## src/rtl/wc_pkg.sv

```systemverilog
// Shared types and default sizing for the WC_5_4 tile sequencer.
package wc_pkg;

    localparam int unsigned WC_DW       = 10;
    localparam int unsigned WC_N_G      = 4;
    localparam int unsigned WC_N_D      = 8;
    localparam int unsigned WC_N_Z      = 5;
    localparam int unsigned WC_CORE_LAT = 6;
    localparam int unsigned WC_IW       = 4;

    typedef enum logic [2:0] {
        IDLE    = 3'd0,
        LOAD_G  = 3'd1,
        LOAD_D  = 3'd2,
        COMPUTE = 3'd3,
        DRAIN   = 3'd4
    } wc_state_e;

endpackage

```

## src/rtl/wc_tile_sequencer.sv

```systemverilog
// Loads kernel taps and one input tile into the WC_5_4 core, waits out its latency,
// then drains the output tile as a valid/ready stream. One tile in flight at a time.
module wc_tile_sequencer
    import wc_pkg::*;
#(
    parameter int unsigned DW       = WC_DW,
    parameter int unsigned N_G      = WC_N_G,
    parameter int unsigned N_D      = WC_N_D,
    parameter int unsigned N_Z      = WC_N_Z,
    parameter int unsigned CORE_LAT = WC_CORE_LAT,
    parameter int unsigned IW       = WC_IW
) (
    input  logic          clk,
    input  logic          rst,
    input  logic          in_valid,
    output logic          in_ready,
    input  logic [DW-1:0] in_data,
    input  logic          cfg_reload,
    output logic          core_ld_en,
    output logic          core_ld_kernel,
    output logic [IW-1:0] core_ld_idx,
    output logic [DW-1:0] core_ld_data,
    output logic          core_start,
    output logic [IW-1:0] core_z_idx,
    input  logic [DW-1:0] core_z_data,
    output logic          out_valid,
    input  logic          out_ready,
    output logic [DW-1:0] out_data,
    output logic          busy,
    output logic [15:0]   tile_cnt
);

    // Shared counter must index every load/drain slot and also count out the core latency.
    localparam int unsigned LAT_W = $clog2(CORE_LAT);
    localparam int unsigned CW    = (IW > LAT_W) ? IW : LAT_W;

    wc_state_e     state;
    logic [CW-1:0] cnt;
    logic          kvalid;

    logic          in_hs_c;
    logic          out_hs_c;
    logic          tile_done_c;

    assign in_ready       = (state == LOAD_G) || (state == LOAD_D);
    assign core_ld_en     = in_ready && in_valid;
    assign core_ld_kernel = (state == LOAD_G);
    assign core_ld_idx    = in_ready ? IW'(cnt) : '0;
    assign core_ld_data   = in_data;
    assign out_valid      = (state == DRAIN);
    assign core_z_idx     = out_valid ? IW'(cnt) : '0;
    assign out_data       = core_z_data;
    assign busy           = (state != IDLE);

    assign in_hs_c     = in_valid && in_ready;
    assign out_hs_c    = out_valid && out_ready;
    assign tile_done_c = out_hs_c && (cnt == CW'(N_Z - 1));

    always_ff @(posedge clk) begin
        if (rst) begin
            state      <= IDLE;
            cnt        <= '0;
            kvalid     <= 1'b0;
            tile_cnt   <= '0;
            core_start <= 1'b0;
        end else begin
            core_start <= 1'b0;
            tile_cnt   <= tile_cnt + 16'(tile_done_c);
            case (state)
                IDLE: begin
                    // Word is only observed here; consumption starts next cycle.
                    if (in_valid) begin
                        state <= (!kvalid || cfg_reload) ? LOAD_G : LOAD_D;
                    end
                end
                LOAD_G: begin
                    if (in_hs_c) begin
                        if (cnt == CW'(N_G - 1)) begin
                            cnt    <= '0;
                            kvalid <= 1'b1;
                            state  <= LOAD_D;
                        end else begin
                            cnt <= cnt + CW'(1);
                        end
                    end
                end
                LOAD_D: begin
                    if (in_hs_c) begin
                        if (cnt == CW'(N_D - 1)) begin
                            cnt        <= '0;
                            core_start <= 1'b1;
                            state      <= COMPUTE;
                        end else begin
                            cnt <= cnt + CW'(1);
                        end
                    end
                end
                COMPUTE: begin
                    if (cnt == CW'(CORE_LAT - 1)) begin
                        cnt   <= '0;
                        state <= DRAIN;
                    end else begin
                        cnt <= cnt + CW'(1);
                    end
                end
                DRAIN: begin
                    if (out_hs_c) begin
                        if (cnt == CW'(N_Z - 1)) begin
                            cnt   <= '0;
                            state <= IDLE;
                        end else begin
                            cnt <= cnt + CW'(1);
                        end
                    end
                end
                default: begin
                    cnt   <= '0;
                    state <= IDLE;
                end
            endcase
        end
    end

endmodule

```

## config.mk

```make
export PLATFORM = sky130hd
export DESIGN_NAME = wc_tile_sequencer
export DESIGN_NICKNAME = d
export VERILOG_FILES = /design/src/rtl/wc_pkg.sv /design/src/rtl/wc_tile_sequencer.sv
export SDC_FILE = /design/constraint.sdc
export NUM_CORES = 1
export LEC_CHECK = 0
export BUFFER_PORTS_ARGS = -buffer_cell sky130_fd_sc_hd__buf_2
export CORE_MARGIN = 10
export CORE_UTILIZATION = 30
export CTS_CLUSTER_SIZE = 40
export DETAILED_ROUTE_END_ITERATION = 16
export PLACE_DENSITY_LB_ADDON = 0.08
export SYNTH_ARGS = -nofsm -noshare
export SYNTH_HDL_FRONTEND = slang
export SYNTH_SLANG_ARGS = --single-unit
```

## constraint.sdc

```tcl
create_clock -name clk -period 2.23 [get_ports clk]
set_clock_uncertainty 0.1 [all_clocks]
set_input_delay 0.1115 -clock clk [delete_from_list [all_inputs] [get_ports clk]]
set_output_delay 0.1115 -clock clk [all_outputs]
set_load 0.005 [all_outputs]
```

==> run metrics <==
number of buffers on the longest clock path=2; Async S/R FF share, synth=0; min-delay worst type=input pin to flip-flop; sequential cell area fraction in the yosys report=0.312; Inserted Diodes=0; Static Leak=0.755 nW; maximum number of pins on one net before global-route repair=24; antenna violations before repair=0; TritonRoute pass-1 iters=4; number of enable flip-flop cells after synthesis=0; post-route non-filler standard cell count=274; netlist area before placement=around 0.0016 mm2; net count of the mapped netlist=approximately 220; pins over their slew limit=0; post-synthesis register bit count=25; number of vias per cell after detailed routing=slightly above 5; arrival time of the worst setup path=2.18 ns; total I/O pin count=75; chip width=approximately 93 um; headroom to the max-slew limit=0.689; top library cells by usage in the layout, fill and taps aside=34 x sky130_fd_sc_hd__buf_2, 24 x sky130_fd_sc_hd__dfxtp_1, 16 x sky130_fd_sc_hd__nor2_1, 10 x sky130_fd_sc_hd__nand4_1; Gate Count Post-Synth=between 150 and 200; distinct cell type count of the synthesized netlist=45; launch instance of the worst register-to-register path=cnt[1]; most common flop cell mapped by yosys=sky130_fd_sc_hd__dfxtp_1; total die area=0.00868 mm2; total grt overflow=0; cells taking the most area after synthesis=sky130_fd_sc_hd__dfxtp_1 31%, sky130_fd_sc_hd__buf_4 10%, sky130_fd_sc_hd__xor2_1 4.9%; worst hold path depth=3; total global routing track utilization=0.0976; Hold Startpoint=in_valid; vias post-DR=~1400; remaining number of nets flagged by the antenna check after routing=0; iteration-0 DRC count of the detailed router=just over 80; accumulated negative setup slack=0 ns; cell type with the largest total area after synthesis=sky130_fd_sc_hd__dfxtp_1; number of global-route vias before repair=approximately 1400; power per standard cell area=473 mW/mm2; Tcrit/Tclk final=0.927; biggest fanout along the worst timing path=5; Final setup viols=0; NumNets Final=between 200 and 250; final hold viol count=0; reg-to-reg setup timing slack=0.16 ns; total length of routed wires=roughly 4.2 mm; htree depth=1; endpoint type of the worst setup path=flip-flop; slew at the pin closest to its max-slew limit=roughly 0.47 ns; proportion of netlist area held by the largest area contributor=0.312; result of the run=finished, final reports clean; maximum vdd drop=between 200 and 250 uV; worst path setup slack after routing=around 0.16 ns; number of remaining DRC errors=0; clock-pin transition on the worst setup and hold timing paths=about 0.10 ns; CTS Sinks=25; wire length of the first global-routing pass=7.07 mm; Die H=~93 um; post-layout minimum cycle time=2.07 ns; clock root buffer master=sky130_fd_sc_hd__clkbuf_8; leading cell type in the layout, fill and taps excluded=sky130_fd_sc_hd__buf_2; worst endpoint required time=approximately 2.3 ns; Routed WL per cell=between 15 and 20 um; Core Footprint=~0.005 mm2; CP startpoint kind=flip-flop; CP Launch Point=cnt[1]; type of the setup path with the least slack=flip-flop to flip-flop; CTS tree=built; count of buffers from port buffering=34; worst setup timing slack at the placement stage=slightly above 0.1 ns; Area growth syn-to-layout=11.6%; reported max-cap violation count=0; setup repair after global routing missed its margin=no; effective utilization at floorplan=0.312; total CTS buffers=3; Worst Reg2Reg Path Length in Cells=9; final estimated routing congestion in global placement=between 0.8 and 0.9; Site Rows=26; synthesized area per cell=8.58 um2; clock latency at the later pin of the worst-skew pair=roughly 0.27 ns; placed cell count=270; post-CTS setup-driven buffer insertion count=0; proportion of layout cells with a drive suffix above 1=0.309; synthesis warning total=0; highest achievable clock rate=~480 MHz; placed wire-length estimate after detailed placement=about 3.2 mm
[power breakdown]
| group | leakage [nW] | internal [mW] | switching [mW] | total, mW |
|---|---|---|---|---|
| Clock | 0.0217 | 0.127 | 0.160 | 0.287 |
| Combinational | 0.531 | 0.0395 | 0.0675 | 0.107 |
| Sequential | 0.202 | 0.450 | 0.00343 | 0.453 |
| Total | 0.755 | 0.616 | 0.231 | 0.847 |
[path summary, 6_finish.rpt]
| kind | end |
|---|---|
| min | core_start |
| min reg2reg | cnt[1] |
| max reg2reg | tile_cnt[14] |
| max | tile_cnt[14] |
[layer usage]
layer,vias up,wire [um],track usage
met5,-,0,0
li1,675,-,-
met4,0,65,0.0386
met2,55,1840,0.144
met1,660,1910,0.129
met3,14,342,0.0296
[through the flow]
stage	cell area (um2)	total power, mW	utilization	hold WS (ns)
after detailed placement	1730	0.571	0.337	0.123
after floorplan	1610	0.565	-	0.113
after CTS	1780	0.859	0.346	0.0621
after global placement	1730	0.571	0.337	0.123
after global routing	1790	0.892	0.349	0.0826
final	1790	0.847	0.349	0.0710
[cell families after synthesis]
kind of cell	share of synthesized area
DFF	0.312
muxes	0.0132
xor gates and xnor gates	0.0655
buffers and inverters	0.140
adders and majority gates	0.0468
AOI/OAI and AO/OA	0.131
and+or+nand+nor	0.292
[final cells by class]
type                    count  area (um2)
fillers                   581        3350
well taps                  70        87.6
flip-flops and latches     25         502
inverters                   5        18.8
clock buffers               3        41.3
multi-input cells         127         897
clock inverters             1        7.51
repair buffers             43         238
[what timing repair did]
item,CTS,global route
setup endpoints to repair,0,5
hold buffers,0,0
resized for setup,0,5
[cells in the mapped netlist (4+ instances only)]
master / number
sky130_fd_sc_hd__dfxtp_1: 25
sky130_fd_sc_hd__o21ai_0: 4
sky130_fd_sc_hd__ha_1: 6
sky130_fd_sc_hd__nand4_1: 10
sky130_fd_sc_hd__clkbuf_1: 5
sky130_fd_sc_hd__inv_1: 5
sky130_fd_sc_hd__nand3_1: 5
sky130_fd_sc_hd__a21oi_1: 4
sky130_fd_sc_hd__o211ai_1: 4
sky130_fd_sc_hd__and2_1: 9
sky130_fd_sc_hd__nor3_1: 5
sky130_fd_sc_hd__or3_1: 4
sky130_fd_sc_hd__nand2_1: 8
sky130_fd_sc_hd__xor2_1: 9
sky130_fd_sc_hd__nor2_1: 16
sky130_fd_sc_hd__buf_4: 22
[state kept, by name, indices dropped and copies added, names as in the netlist]
| signal | count |
|---|---|
| cnt | 4 |
| core_start | 1 |
| kvalid | 1 |
| state | 3 |
| tile_cnt | 16 |
[critical path, cell delays in order, from the launching register on]
cell and delay (ns):
sky130_fd_sc_hd__dfxtp_2 0.36, sky130_fd_sc_hd__inv_1 0.09, sky130_fd_sc_hd__ha_2 0.19, sky130_fd_sc_hd__and4_4 0.22, sky130_fd_sc_hd__ha_1 0.16, sky130_fd_sc_hd__ha_2 0.18
sky130_fd_sc_hd__and2_4 0.14, sky130_fd_sc_hd__nand4_1 0.11, sky130_fd_sc_hd__or3_1 0.32, sky130_fd_sc_hd__a21oi_1 0.13
Note: power is estimated with default switching activity, not from simulation.
